**src/rtl/pc_stack_pkg.sv**
```systemverilog
// Shared constants for the program counter with call/return stack.
// Op encodings driven by the control FSM.
package pc_stack_pkg;

    localparam int unsigned OP_WIDTH = 3;

    localparam logic [OP_WIDTH-1:0] OP_HOLD   = 3'd0;
    localparam logic [OP_WIDTH-1:0] OP_INC    = 3'd1;
    localparam logic [OP_WIDTH-1:0] OP_LOAD   = 3'd2;
    localparam logic [OP_WIDTH-1:0] OP_BRREL  = 3'd3;
    localparam logic [OP_WIDTH-1:0] OP_CALL   = 3'd4;
    localparam logic [OP_WIDTH-1:0] OP_RET    = 3'd5;
    localparam logic [OP_WIDTH-1:0] OP_CLRERR = 3'd6;

endpackage

```
**src/rtl/pc_return_stack.sv**
```systemverilog
// LIFO of return addresses; push is ignored when full and pop when empty.
// rdata always shows the top entry (undefined when empty).
module pc_return_stack #(
    parameter int unsigned WIDTH = 14,
    parameter int unsigned DEPTH = 8
) (
    input  logic                       clk,
    input  logic                       rst_n,
    input  logic                       push,
    input  logic                       pop,
    input  logic [WIDTH-1:0]           wdata,
    output logic [WIDTH-1:0]           rdata,
    output logic [$clog2(DEPTH):0]     count,
    output logic                       full,
    output logic                       empty
);

    localparam int unsigned PW = $clog2(DEPTH);
    localparam int unsigned CW = PW + 1;

    logic [WIDTH-1:0] mem_q [DEPTH];
    logic [CW-1:0]    count_q, count_d;
    logic [CW-1:0]    count_m1;
    logic [PW-1:0]    wr_idx, rd_idx;
    logic             do_push, do_pop;

    assign full     = (count_q == CW'(DEPTH));
    assign empty    = (count_q == '0);
    assign do_push  = push && !full;
    assign do_pop   = pop && !empty;
    assign count_m1 = count_q - CW'(1);
    assign wr_idx   = count_q[PW-1:0];
    assign rd_idx   = count_m1[PW-1:0];
    assign rdata    = mem_q[rd_idx];
    assign count    = count_q;

    always_comb begin
        count_d = count_q;
        if (do_push) begin
            count_d = count_q + CW'(1);
        end else if (do_pop) begin
            count_d = count_m1;
        end
    end

    always_ff @(posedge clk) begin
        if (!rst_n) begin
            count_q <= '0;
        end else begin
            count_q <= count_d;
        end
    end

    // Storage is not reset; writes are suppressed during reset so no stale push lands.
    always_ff @(posedge clk) begin
        if (rst_n && do_push) begin
            mem_q[wr_idx] <= wdata;
        end
    end

endmodule

```
**src/rtl/pc_stack_unit.sv**
```systemverilog
// Program counter with increment, load, PC-relative branch and call/return stack.
// Sticky overflow/underflow flags record illegal CALL/RET until cleared.
module pc_stack_unit
    import pc_stack_pkg::*;
#(
    parameter int unsigned ADDR_WIDTH  = 14,
    parameter int unsigned STACK_DEPTH = 8,
    parameter logic [ADDR_WIDTH-1:0] RESET_ADDR = '0
) (
    input  logic                         clk,
    input  logic                         rst_n,
    input  logic                         enable,
    input  logic [OP_WIDTH-1:0]          op,
    input  logic [ADDR_WIDTH-1:0]        address_in,
    input  logic [ADDR_WIDTH-1:0]        offset,
    output logic [ADDR_WIDTH-1:0]        address_out,
    output logic [$clog2(STACK_DEPTH):0] stack_count,
    output logic                         stack_empty,
    output logic                         stack_full,
    output logic                         stack_overflow,
    output logic                         stack_underflow
);

    logic [ADDR_WIDTH-1:0] pc_q, pc_d;
    logic [ADDR_WIDTH-1:0] pc_inc;
    logic [ADDR_WIDTH-1:0] top_addr;
    logic                  ovf_q, ovf_d;
    logic                  unf_q, unf_d;
    logic                  push, pop;

    // Additions are truncated to ADDR_WIDTH, giving silent modular wrap.
    assign pc_inc = pc_q + ADDR_WIDTH'(1);

    pc_return_stack #(
        .WIDTH (ADDR_WIDTH),
        .DEPTH (STACK_DEPTH)
    ) u_stack (
        .clk   (clk),
        .rst_n (rst_n),
        .push  (push),
        .pop   (pop),
        .wdata (pc_inc),
        .rdata (top_addr),
        .count (stack_count),
        .full  (stack_full),
        .empty (stack_empty)
    );

    always_comb begin
        pc_d  = pc_q;
        ovf_d = ovf_q;
        unf_d = unf_q;
        push  = 1'b0;
        pop   = 1'b0;
        if (enable) begin
            unique case (op)
                OP_INC:   pc_d = pc_inc;
                OP_LOAD:  pc_d = address_in;
                OP_BRREL: pc_d = pc_q + offset;
                OP_CALL: begin
                    if (stack_full) begin
                        ovf_d = 1'b1;
                    end else begin
                        push = 1'b1;
                        pc_d = address_in;
                    end
                end
                OP_RET: begin
                    if (stack_empty) begin
                        unf_d = 1'b1;
                    end else begin
                        pop  = 1'b1;
                        pc_d = top_addr;
                    end
                end
                OP_CLRERR: begin
                    ovf_d = 1'b0;
                    unf_d = 1'b0;
                end
                default: ;
            endcase
        end
    end

    always_ff @(posedge clk) begin
        if (!rst_n) begin
            pc_q  <= RESET_ADDR;
            ovf_q <= 1'b0;
            unf_q <= 1'b0;
        end else begin
            pc_q  <= pc_d;
            ovf_q <= ovf_d;
            unf_q <= unf_d;
        end
    end

    assign address_out     = pc_q;
    assign stack_overflow  = ovf_q;
    assign stack_underflow = unf_q;

endmodule

```
**config.mk**
```make
export PLATFORM = sky130hd
export DESIGN_NAME = pc_stack_unit
export DESIGN_NICKNAME = d
export VERILOG_FILES = /design/src/rtl/pc_stack_pkg.sv /design/src/rtl/pc_return_stack.sv /design/src/rtl/pc_stack_unit.sv
export SDC_FILE = /design/constraint.sdc
export NUM_CORES = 1
export LEC_CHECK = 0
export ABC_AREA = 1
export BUFFER_PORTS_ARGS = -buffer_cell sky130_fd_sc_hd__buf_2
export CORE_UTILIZATION = 35
export DETAILED_ROUTE_END_ITERATION = 7
export GPL_TIMING_DRIVEN = 1
export HOLD_SLACK_MARGIN = 0.03
export PLACE_DENSITY = 0.48
export SLEW_MARGIN = 25
export SYNTH_ARGS = -nofsm -noshare
export SYNTH_HDL_FRONTEND = slang
export SYNTH_HIERARCHICAL = 1
export SYNTH_SLANG_ARGS = --single-unit
```
**constraint.sdc**
```tcl
create_clock -name clk -period 8.9 [get_ports clk]
set_input_delay 2.67 -clock clk [delete_from_list [all_inputs] [get_ports clk]]
set_output_delay 2.67 -clock clk [all_outputs]
set_load 0.02 [all_outputs]
```
=== Word level (Yosys, flattened, before mapping) ===
Memories as Yosys holds them, arrays and structs flattened.
Cells that the tools add are included.
Widths: inputs -> output; s select.

* Memories kept: 1
* Word-level logic and storage cells: 50
* Flip-flop bits (word level): 20
* RAM bits: 112

* Reduce and logical (&&, ||, !) cells: 13
* Multiplexer cells: 17
* Eq/ne operators: 11
* $add $sub $neg: 4

{| class="wikitable"
|+ Memories
! name !! words !! width !! read ports !! clocked after Yosys merged registers in !! write ports !! RTL line !! source
|-
| u_stack.mem_q || 8 || 14 || 1 || 0 || 1 || pc_return_stack.sv:21 || <nowiki>logic [WIDTH-1:0] mem_q [DEPTH];</nowiki>
|}

{| class="wikitable"
|+ Operators with widths
! operator !! number
|-
| $pmux 14 s5 || 1
|-
| $mux 14 || 2
|-
| $add 14x1->14 const B || 1
|-
| $add 14x14->14 || 1
|-
| $mux 1 || 10
|-
| $eq 3x3->1 const B || 3
|-
| $mux 4 || 2
|-
| $eq 3x2->1 const B || 2
|-
| $reduce_and 3->1 || 2
|-
| $reduce_bool 2->1 || 3
|-
| $reduce_bool 5->1 || 1
|-
| $add 4x1->4 const B || 1
|-
| $eq 4x4->1 const B || 1
|-
| $logic_not 4->1 || 1
|-
| $ne 2x1->1 const B || 2
|-
| $ne 2x2->1 const B || 2
|-
| $pmux 1 s2 || 2
|-
| $reduce_and 4->1 || 1
|-
| $sub 4x1->4 const B || 1
|-
| $eq 3x1->1 const B || 1
|-
| $logic_and 1x1->1 || 3
|-
| $logic_not 1->1 || 2
|}

=== Depth between registers and ports, before layout ===
Gate-level depths: netlist of the first run.

* Word-level depth: 8
* Mapped depth: 17
* Depth with buffers taken out: 13

=== By module ===
The synthesis of the first run kept the hierarchy.

{| class="wikitable"
|+ By module, submodules not included
! module !! sequential area each (um2) !! area each (um2) !! instances !! cells each
|-
| pc_return_stack || 3443.3 || 4782.1 || 1 || 390
|-
| pc_stack_unit || 320.3 || 2248.4 || 1 || 395
|}

=== Worst setup path before layout of the first run ===
Ideal clock, no wire load.

* Path type: input-to-reg
* Start point: input port op[2]
* End point: memory u_stack.mem_q[6][0], enable pin
* Buffers on the path: 1
* Required time: 8.497 ns
* Library setup time: 0.403 ns
* Setup slack: 4.029 ns
* Stages: 9
* Data arrival time: 4.468 ns
* Cell sequence: buf_6 > nand2_2 > nor2_2 > nand2_1 > nor2_1 > nand2_4 > nor2_4 > nand2_2 > nor3_1

* Cells in the longest elaborated chain, start to end: 7

{| class="wikitable"
|+ RTL lines
! element !! RTL line !! source
|-
| start, declared || pc_stack_unit.sv:13 || <nowiki>input logic [OP_WIDTH-1:0] op,</nowiki>
|-
| $eq 3x3->1 || pc_stack_unit.sv:56 || <nowiki>unique case (op)</nowiki>
|-
| $mux 1 || pc_stack_unit.sv:56 ||
|-
| $mux 1 || pc_stack_unit.sv:55 || <nowiki>if (enable) begin</nowiki>
|-
| net push || pc_stack_unit.sv:29 || <nowiki>logic push, pop;</nowiki>
|-
| $logic_and 1x1->1 || pc_return_stack.sv:29 || <nowiki>assign do_push = push && !full;</nowiki>
|-
| $logic_and 1x1->1 || pc_return_stack.sv:56 || <nowiki>if (rst_n && do_push) begin</nowiki>
|-
| $mux 1 || pc_return_stack.sv:56 ||
|-
| $mux 1 (not written as such) || pc_return_stack.sv:57 || <nowiki>mem_q[wr_idx] <= wdata;</nowiki>
|-
| end, declared || pc_return_stack.sv:21 ||
|}

The timed path passes the listed nets, and every way through them passes these cells.

=== Worst setup path in the final report of the first run ===
* Start point: register u_stack.count_q[0] (netlist: u_stack/count[0])
* End point: output port stack_full

* Cells in the longest elaborated chain, start to end: 1

{| class="wikitable"
|+ RTL lines
! element !! RTL line !! source
|-
| start, declared || pc_return_stack.sv:22 || <nowiki>logic [CW-1:0] count_q, count_d;</nowiki>
|-
| start signal, assigned || pc_return_stack.sv:50 || <nowiki>count_q <= count_d;</nowiki>
|-
| $eq 4x4->1 || pc_return_stack.sv:27 || <nowiki>assign full = (count_q == CW'(DEPTH));</nowiki>
|-
| end, declared || pc_stack_unit.sv:19 || <nowiki>output logic stack_full,</nowiki>
|}

No other way between the ends.

==> impl_metrics.yaml, run 1 <==
status:
  status: "finished, final reports clean"
synth:
  synthCells: 785
  synth_flop_cell: "edfxtp_1"
  yosysSeqAreaShare_pct: 53.5
  syn-cell-area_sq_um: 7030
  syn_area_per_cell_sq_um: 8.96
  ys_ff_latch: 132
  synth_edf_count: 112
  synth_fp_nets: 837
  yosysWarnings: 6
  async_flop_share_pct: 0
  netlist-cell-type-count: 40
cells_and_area:
  multi_input_area_sq_um: 2810
  drive_above_1_share_pct: 15.6
  final_nets: 884
  final_area_sq_um: 8070
  final_cells: 1110
  area_growth_syn_to_layout_pct: 14.8
  antenna_cells: 0
  seq_area_sq_um: 3770
  n_fill_cell: 1944
clock_tree:
  cts_setup_buffers: 0
  cts_buffers: 17
  cts.sinks: 132
  cts-root-buf: "clkbuf_16"
  cts.path.max_buffers: 2
  htree_levels: 4
  cts-hold-fix-buffers: 0
  clk_pin_slew_ps: 60
  ctsResizeCount: 0
  tritoncts: "built"
  clk_latency_ps: 420
floorplanning:
  dieWidth_um: 144
  ios: 56
  die_area_sq_um: 20700
  die_h_um: 144
  rows: 51
  initial_core_util_pct: 35.9
  coreArea_sq_um: 19600
timing:
  post-route-min-period_ps: 5740
  slew_headroom_pct: 28.2
  rsz0062_at_grt: "false"
  maxSlewViolCount: 0
  skew_ps: 7.37
  finalSetupTns_ps: 0
  fin_ws_ps: 3160
  hold_violations: 0
  fmax_mhz: 174
  min_period_over_period_pct: 64.5
  finalSetupViolCount: 0
  tightest_slew_ps: 1070
setup_path:
  cp.arrival_ps: 3070
  end_kind: "output port"
  worstPathMaxFanout: 63
  worstRegToRegCells: 11
  worst_setup_path_start_kind: "flip-flop"
  worst-setup-path-type: "flip-flop to output port"
  critPathRequiredTime_ps: 6230
grt:
  antenna_found_initial: 0
  grt_overflow: 0
  grt_pass1_vias: 5254
  grt_max_degree: 64
  grt_usage_pct: 20.3
  grt_pass1_wl_mm: 30.2
place:
  dp_cells: 1078
  placed_area_sq_um: 7500
  dpl.hpwl_mm: 14.2
  gp_congestion: 0.858
  io_buffer_count: 55
  dp_slack_ps: 3550
routing:
  final_antenna_net_count: 0
  vias: 5666
  drc: 0
  post_drt_wl_per_cell_um: 18.0
  firstDrtPassIters: 5
  routed_via_density: 5.10
  drtIter0Drc: 543
  drt_wl_total_mm: 19.9
power_and_ir_drop:
  p_leak_nw: 3.24
  vdd_drop_max_uv: 107
  p_per_area_nw_per_um2: 188
min_path:
  whs_path_depth: 2
  min_path_type: "flip-flop to flip-flop"
run:
  drv_cap: 0
area by class of cell:
class | instances | share of cell area (%)
Clock buffer | 18 | 5.32
Clock inverter | 14 | 1.40
Inverter | 82 | 3.83
Multi-Input combinational cell | 539 | 34.8
Sequential cell | 132 | 46.7
Tap cell | 265 | 4.11
Timing Repair Buffer | 60 | 3.88
stage by stage:
stage	util (%)	power [mW]	hold WS (ps)
after global placement	38.2	0.885	449
after global routing	41.2	1.57	510
final	41.2	1.52	454
after floorplan	-	0.826	526
after CTS	41.1	1.53	462
after detailed placement	38.3	0.887	453
state kept, by name, indices dropped and copies added (netlist names):
| name | cells |
|---|---|
| address_out | 14 |
| stack_overflow | 1 |
| stack_underflow | 1 |
| u_stack/count | 4 |
| u_stack/mem_q | 112 |
report_power, final:
part	leakage (nW)	switching, mW	total, mW	internal [mW]
Combinational	1.80	0.125	0.181	0.0565
Clock	0.257	0.260	0.641	0.381
Sequential	1.18	0.0133	0.694	0.681
Yosys cell counts (9+ instances only):
| cell | count | share of area (%) |
|---|---|---|
| nand2_1 | 135 | 7.2 |
| nor2_1 | 126 | 6.7 |
| edfxtp_1 | 112 | 48 |
| o21ai_0 | 82 | 5.8 |
| inv_1 | 74 | 4.0 |
| a21oi_1 | 45 | 3.2 |
| nand3_1 | 32 | 2.3 |
| dfxtp_1 | 20 | 5.7 |
| ha_1 | 17 | 3.0 |
| nand4_1 | 14 | 1.2 |
| o21a_1 | 14 | 1.5 |
| o21ai_1 | 12 | 0.85 |
| nor3_1 | 9 | 0.64 |
cells by family after synthesis:
kind of cell	after synthesis	synth area share [%]
and+or+nand+nor	344	21.4
xor gates and xnor gates	11	1.37
DFF	132	53.5
buffers and inverters	114	7.53
AOI/OAI and AO/OA	166	12.9
adders and majority gates	18	3.31
per-layer routing:
| layer | global-route usage, % | wire length, um | share of wire (%) | up-vias |
|---|---|---|---|---|
| li1 | - | - | - | 2758 |
| met2 | 31.1 | 9190 | 46 | 147 |
| met4 | 4.70 | 169 | 0.85 | 0 |
| met3 | 3.93 | 803 | 4.0 | 14 |
| met5 | 0 | 0 | 0 | - |
| met1 | 29.2 | 9770 | 49 | 2747 |
critical path: stages, from the launching register on:
cell and delay, ps:
dfxtp_4 740, clkinv_2 890, ha_1 630, nand3_2 130, inv_1 70, buf_2 160
placed cells by master, fill, tap and decap left out, types with 6 or more instances in the layout:
| cell | instances |
|---|---|
| nand2_1 | 135 |
| nor2_1 | 123 |
| edfxtp_1 | 112 |
| o21ai_0 | 82 |
| inv_1 | 74 |
| buf_2 | 55 |
| a21oi_1 | 45 |
| nand3_1 | 32 |
| dfxtp_1 | 19 |
| ha_1 | 17 |
| clkbuf_16 | 17 |
| nand4_1 | 14 |
| o21a_1 | 14 |
| o21ai_1 | 12 |
| nor2_2 | 9 |
| xor2_1 | 7 |
| inv_2 | 6 |
| nand2_2 | 6 |
worst paths after layout:
path                         start        endpoint  slack [ps]
setup / recovery  u_stack/count[0]      stack_full        3160
hold / removal      stack_overflow  stack_overflow         450
setup reg to reg  u_stack/count[0]  address_out[4]        4270
hold reg to reg     stack_overflow  stack_overflow         450
(Power assumes the default switching activity.)
==> inputs of run 2 (changes only) <==
clock period = 5.5 ns   (was 8.9 ns; I/O delays follow)
==> impl_metrics.yaml, run 2 (synthesized netlist as in run 1, its figures left out) <==
floorplanning:
  ios: 56
  rows: 51
  initial_core_util_pct: 35.9
  die_area_sq_um: 20700
  dieWidth_um: 144
  coreArea_sq_um: 19600
  die_h_um: 144
power_and_ir_drop:
  p_leak_nw: 3.26
  switching_share_pct: 24.2
  p_per_area_nw_per_um2: 315
  p_int_mw: 1.94
  vdd_drop_max_uv: 175
  pwr-share-seq_pct: 43.7
  power.switching_mw: 0.619
  power_frac_clock_pct: 45.2
  p_total_mw: 2.56
  combPwrFrac_pct: 11.1
grt:
  gr-usage-met3_pct: 3.63
  grt_max_degree: 63
  grt_usage_pct: 18.9
  grt_pass1_wl_mm: 28.7
  met1_usage_pct: 27.0
  grt_overflow: 0
  met2_usage_pct: 29.3
  antenna_found_initial: 0
  grt_pass1_vias: 5130
  top_usage_layer: "met2"
status:
  status: "finished, final reports clean"
clock_tree:
  clk_pin_slew_ps: 60
  cts.path.max_buffers: 2
  cts-hold-fix-buffers: 0
  cts-root-buf: "clkbuf_16"
  tritoncts: "built"
  cts.sinks: 132
  cts_setup_buffers: 0
  cts_buffers: 17
  ctsResizeCount: 0
  clk_latency_ps: 410
  htree_levels: 4
timing:
  post-route-min-period_ps: 3620
  skew_ps: 7.85
  finalSetupTns_ps: 0
  finalSetupViolCount: 0
  hold_violations: 0
  fmax_mhz: 276
  tightest_slew_ps: 959
  min_period_over_period_pct: 65.8
  maxSlewViolCount: 0
  rsz0062_at_grt: "false"
  slew_headroom_pct: 35.6
setup_path:
  worstPathMaxFanout: 62
  cp.arrival_ps: 1970
  r2r-end: "address_out[5]"
  rrSetupSlack_ps: 2010
  end_kind: "output port"
  crit_start: "u_stack/count[0]"
  endpoint: "stack_full"
  rr_startpoint: "u_stack/count[0]"
  critPathRequiredTime_ps: 3850
  worst_setup_path_start_kind: "flip-flop"
  worstRegToRegCells: 11
  worst-setup-path-type: "flip-flop to output port"
place:
  dp_cells: 1080
  placed_area_sq_um: 7510
  gp_congestion: 0.870
  io_buffer_count: 55
  dpl.hpwl_mm: 12.8
cells_and_area:
  drive_above_1_share_pct: 15.2
  multi_input_area_sq_um: 2790
  largest_reg_flops: 112
  final_area_sq_um: 8110
  final_cells: 1111
  final_cell_mix: "nand2_1, nor2_1, edfxtp_1, o21ai_0, inv_1"
  area_growth_syn_to_layout_pct: 15.4
  final_nets: 886
  n_fill_cell: 1995
  largest_register: "u_stack/mem_q"
  seq_area_sq_um: 3760
  antenna_cells: 0
  final_common_cell: "nand2_1"
routing:
  drc: 0
  drt_wl_total_mm: 18.5
  drtIter0Drc: 603
  routed_via_density: 4.93
  final_antenna_net_count: 0
  post_drt_wl_per_cell_um: 16.6
  vias: 5481
  firstDrtPassIters: 5
min_path:
  min_path_type: "flip-flop to flip-flop"
run:
  drv_cap: 0
-- run 2: changes by cell type in the layout (fill, tap and decap cells not counted), moves of 2 or more --
cell       before  now
buf_4           5    7
bufinv_16       1    4
clkinv_4        2    0
inv_6           2    0
nor2_1        123  126
nor2_2          9    6
-- run 2: layer usage --
layer / wire length (um) / vias up
met5: 0 / -
met4: 123 / 0
met3: 751 / 13
met2: 8530 / 131
met1: 9080 / 2587
li1: - / 2750
-- run 2: how the worst min path moves through the flow --
| stage | cells after the start | slack [ps] | endpoint | startpoint |
|---|---|---|---|---|
| 6_report | 2 | 450 | stack_overflow | stack_overflow |
| 5_1_grt | 2 | 480 | stack_overflow | stack_overflow |
| 4_1_cts | 2 | 460 | stack_overflow | stack_overflow |
| 3_5_place_dp | 2 | 460 | stack_overflow | stack_overflow |
| 3_3_place_gp | 2 | 450 | stack_overflow | stack_overflow |
| 2_1_floorplan | 2 | 530 | stack_overflow | stack_overflow |
-- run 2: layout make-up --
| cell class | instances | share of cell area (%) |
|---|---|---|
| clock buffers | 18 | 5.29 |
| well taps | 265 | 4.09 |
| repair buffers | 62 | 4.04 |
| clock inverters | 13 | 2.04 |
| multi-input cells | 539 | 34.3 |
| flip-flops and latches | 132 | 46.4 |
| inverters | 82 | 3.79 |
-- run 2: worst max-delay path: stages (launching register included) --
cell and delay (ps):
dfxtp_2 310, buf_4 490, inv_2 80, ha_1 300, nand3_2 140, inv_1 80
buf_2 160
-- run 2: metrics by stage --
step	utilization [%]	worst slack, ps	hold slack (ps)
6_report	41.4	1880	451
5_1_grt	41.4	1660	484
4_1_cts	41.4	1840	465
3_5_place_dp	38.3	1480	456
3_3_place_gp	38.3	1470	446
2_1_floorplan	-	1650	526
-- run 2: power by group through the flow --
stage	logic (mW)	registers, mW	clock network [mW]
after CTS	0.285	1.12	1.18
after floorplan	0.192	1.14	0
after global placement	0.280	1.14	0
final	0.283	1.12	1.16
after detailed placement	0.284	1.14	0
after global routing	0.318	1.12	1.22
==> inputs of run 3 (changes only) <==
PLACE_DENSITY = 0.5   (was 0.48)
clock period = 3.05 ns   (was 5.5 ns; I/O delays follow)
==> impl_metrics.yaml, run 3 (synthesized netlist as in run 1, its figures left out) <==
clock_tree:
  clk_pin_slew_ps: 60
  cts.path.max_buffers: 2
  tritoncts: "built"
  cts.sinks: 132
  htree_levels: 4
  ctsResizeCount: 0
  cts-root-buf: "clkbuf_16"
  cts_setup_buffers: 0
  cts-hold-fix-buffers: 0
  clk_latency_ps: 410
  cts_buffers: 17
grt:
  grt_max_degree: 63
  antenna_found_initial: 0
  grt_overflow: 0
  grt_pass1_vias: 5076
  grt_usage_pct: 19.0
  grt_pass1_wl_mm: 28.6
power_and_ir_drop:
  p_leak_nw: 3.33
  p_int_mw: 3.42
  switching_share_pct: 24.7
  p_per_area_nw_per_um2: 552
  power.switching_mw: 1.12
  power_frac_clock_pct: 43.9
  pwr-share-seq_pct: 44.4
  vdd_drop_max_uv: 303
  combPwrFrac_pct: 11.7
  p_total_mw: 4.54
setup_path:
  max_stage_delay_ps: 370
  crit_start: "u_stack/count[1]"
  crit_buf_inv: 3
  crit_slowest_cell: "ha_1"
  path_cells: "inv_1 -> ha_1 -> nand3_2 -> inv_1 -> buf_2"
  end_kind: "output port"
  path_delay_family: "buffers and inverters"
  worstPathMaxFanout: 7
  cp.arrival_ps: 1810
  rr_startpoint: "u_stack/count[1]"
  worst-setup-path-type: "flip-flop to output port"
  worst_setup_path_start_kind: "flip-flop"
  critPathRequiredTime_ps: 2130
  cpMostUsedCell: "inv_1"
cells_and_area:
  area_growth_syn_to_layout_pct: 17.1
  largest_register: "u_stack/mem_q"
  final_cells: 1127
  final_cell_mix: "nand2_1, nor2_1, edfxtp_1, o21ai_0, inv_1"
  largest_reg_flops: 112
  final_nets: 905
  antenna_cells: 0
  drive_above_1_share_pct: 17.3
  fin_util_pct: 42.0
  final_common_cell: "nand2_1"
  final_area_sq_um: 8230
routing:
  post_drt_wl_per_cell_um: 16.7
  drtIter0Drc: 400
  final_antenna_net_count: 0
  routed_via_density: 4.91
  drt_wl_total_mm: 18.8
  drc: 0
  vias: 5539
  firstDrtPassIters: 4
timing:
  finalSetupViolCount: 0
  post-route-min-period_ps: 2720
  slew_headroom_pct: 46.2
  min_period_over_period_pct: 89.3
  fmax_mhz: 367
  fin_ws_ps: 326
  hold_violations: 0
  fin_hold_ws_ps: 444
  finalSetupTns_ps: 0
  rsz0062_at_grt: "false"
  maxSlewViolCount: 0
  skew_ps: 5.28
  tightest_slew_ps: 804
floorplanning:
  dieWidth_um: 144
  rows: 51
  ios: 56
  die_area_sq_um: 20700
  coreArea_sq_um: 19600
  die_h_um: 144
  initial_core_util_pct: 35.9
place:
  dpl.hpwl_mm: 13.3
  dp_slack_ps: 335
  dp_cells: 1099
  placed_area_sq_um: 7670
  io_buffer_count: 55
  gp_congestion: 0.861
min_path:
  hold_path.startpoint: "stack_overflow"
  min_path_type: "flip-flop to flip-flop"
run:
  drv_cap: 0
status:
  status: "finished, final reports clean"
## run 3: cell count changes in the layout (fill, tap and decap cells not counted), sizes merged
| cell | before | now |
|---|---|---|
| clkinvlp | 2 | 1 |
| inv | 81 | 82 |
| clkinv | 8 | 7 |
| buf | 62 | 81 |
| clkbuf | 18 | 17 |
| bufinv | 4 | 3 |
## run 3: worst paths after layout
check / cells after the start / slack (ps) / end
worst max register to register: 13 / 480 / address_out[3]
worst min-delay path: 2 / 440 / stack_overflow
worst max-delay path: 5 / 330 / stack_full
worst min register to register: 2 / 440 / stack_overflow
## run 3: cell type report
| type | instances | area, sq um |
|---|---|---|
| clock buffer | 17 | 425 |
| clock inverter | 11 | 139 |
| fill | 1962 | 11400 |
| inverter | 82 | 308 |
| multi-input combinational | 539 | 2770 |
| sequential | 132 | 3760 |
| tap | 265 | 332 |
| timing repair buffer | 81 | 495 |
## run 3: power by group through the flow
| stage | sequential [mW] | clock, mW | combinational, mW |
|---|---|---|---|
| after floorplan | 2.06 | 0 | 0.346 |
| after global placement | 2.05 | 0 | 0.536 |
| after detailed placement | 2.05 | 0 | 0.535 |
| after CTS | 2.02 | 2.03 | 0.538 |
| after global routing | 2.02 | 2.11 | 0.597 |
| final | 2.02 | 1.99 | 0.534 |
## run 3: worst reg2reg max path, cell delays in order, from the launching register on
cell	delay (ps)
dfxtp_1	340
inv_1	270
ha_1	370
inv_1	70
nand2_1	70
nand2_2	160
buf_12	210
buf_4	170
o21a_1	100
a21oi_1	270
inv_1	80
o2111ai_1	200
nand2_1	70
a21oi_1	120
## run 3: metal layers
metal / wire length [um] / GRT usage (%)
met1: 9180 / 26.6
met2: 8530 / 29.0
met3: 694 / 3.87
met4: 372 / 6.94
met5: 0 / 0
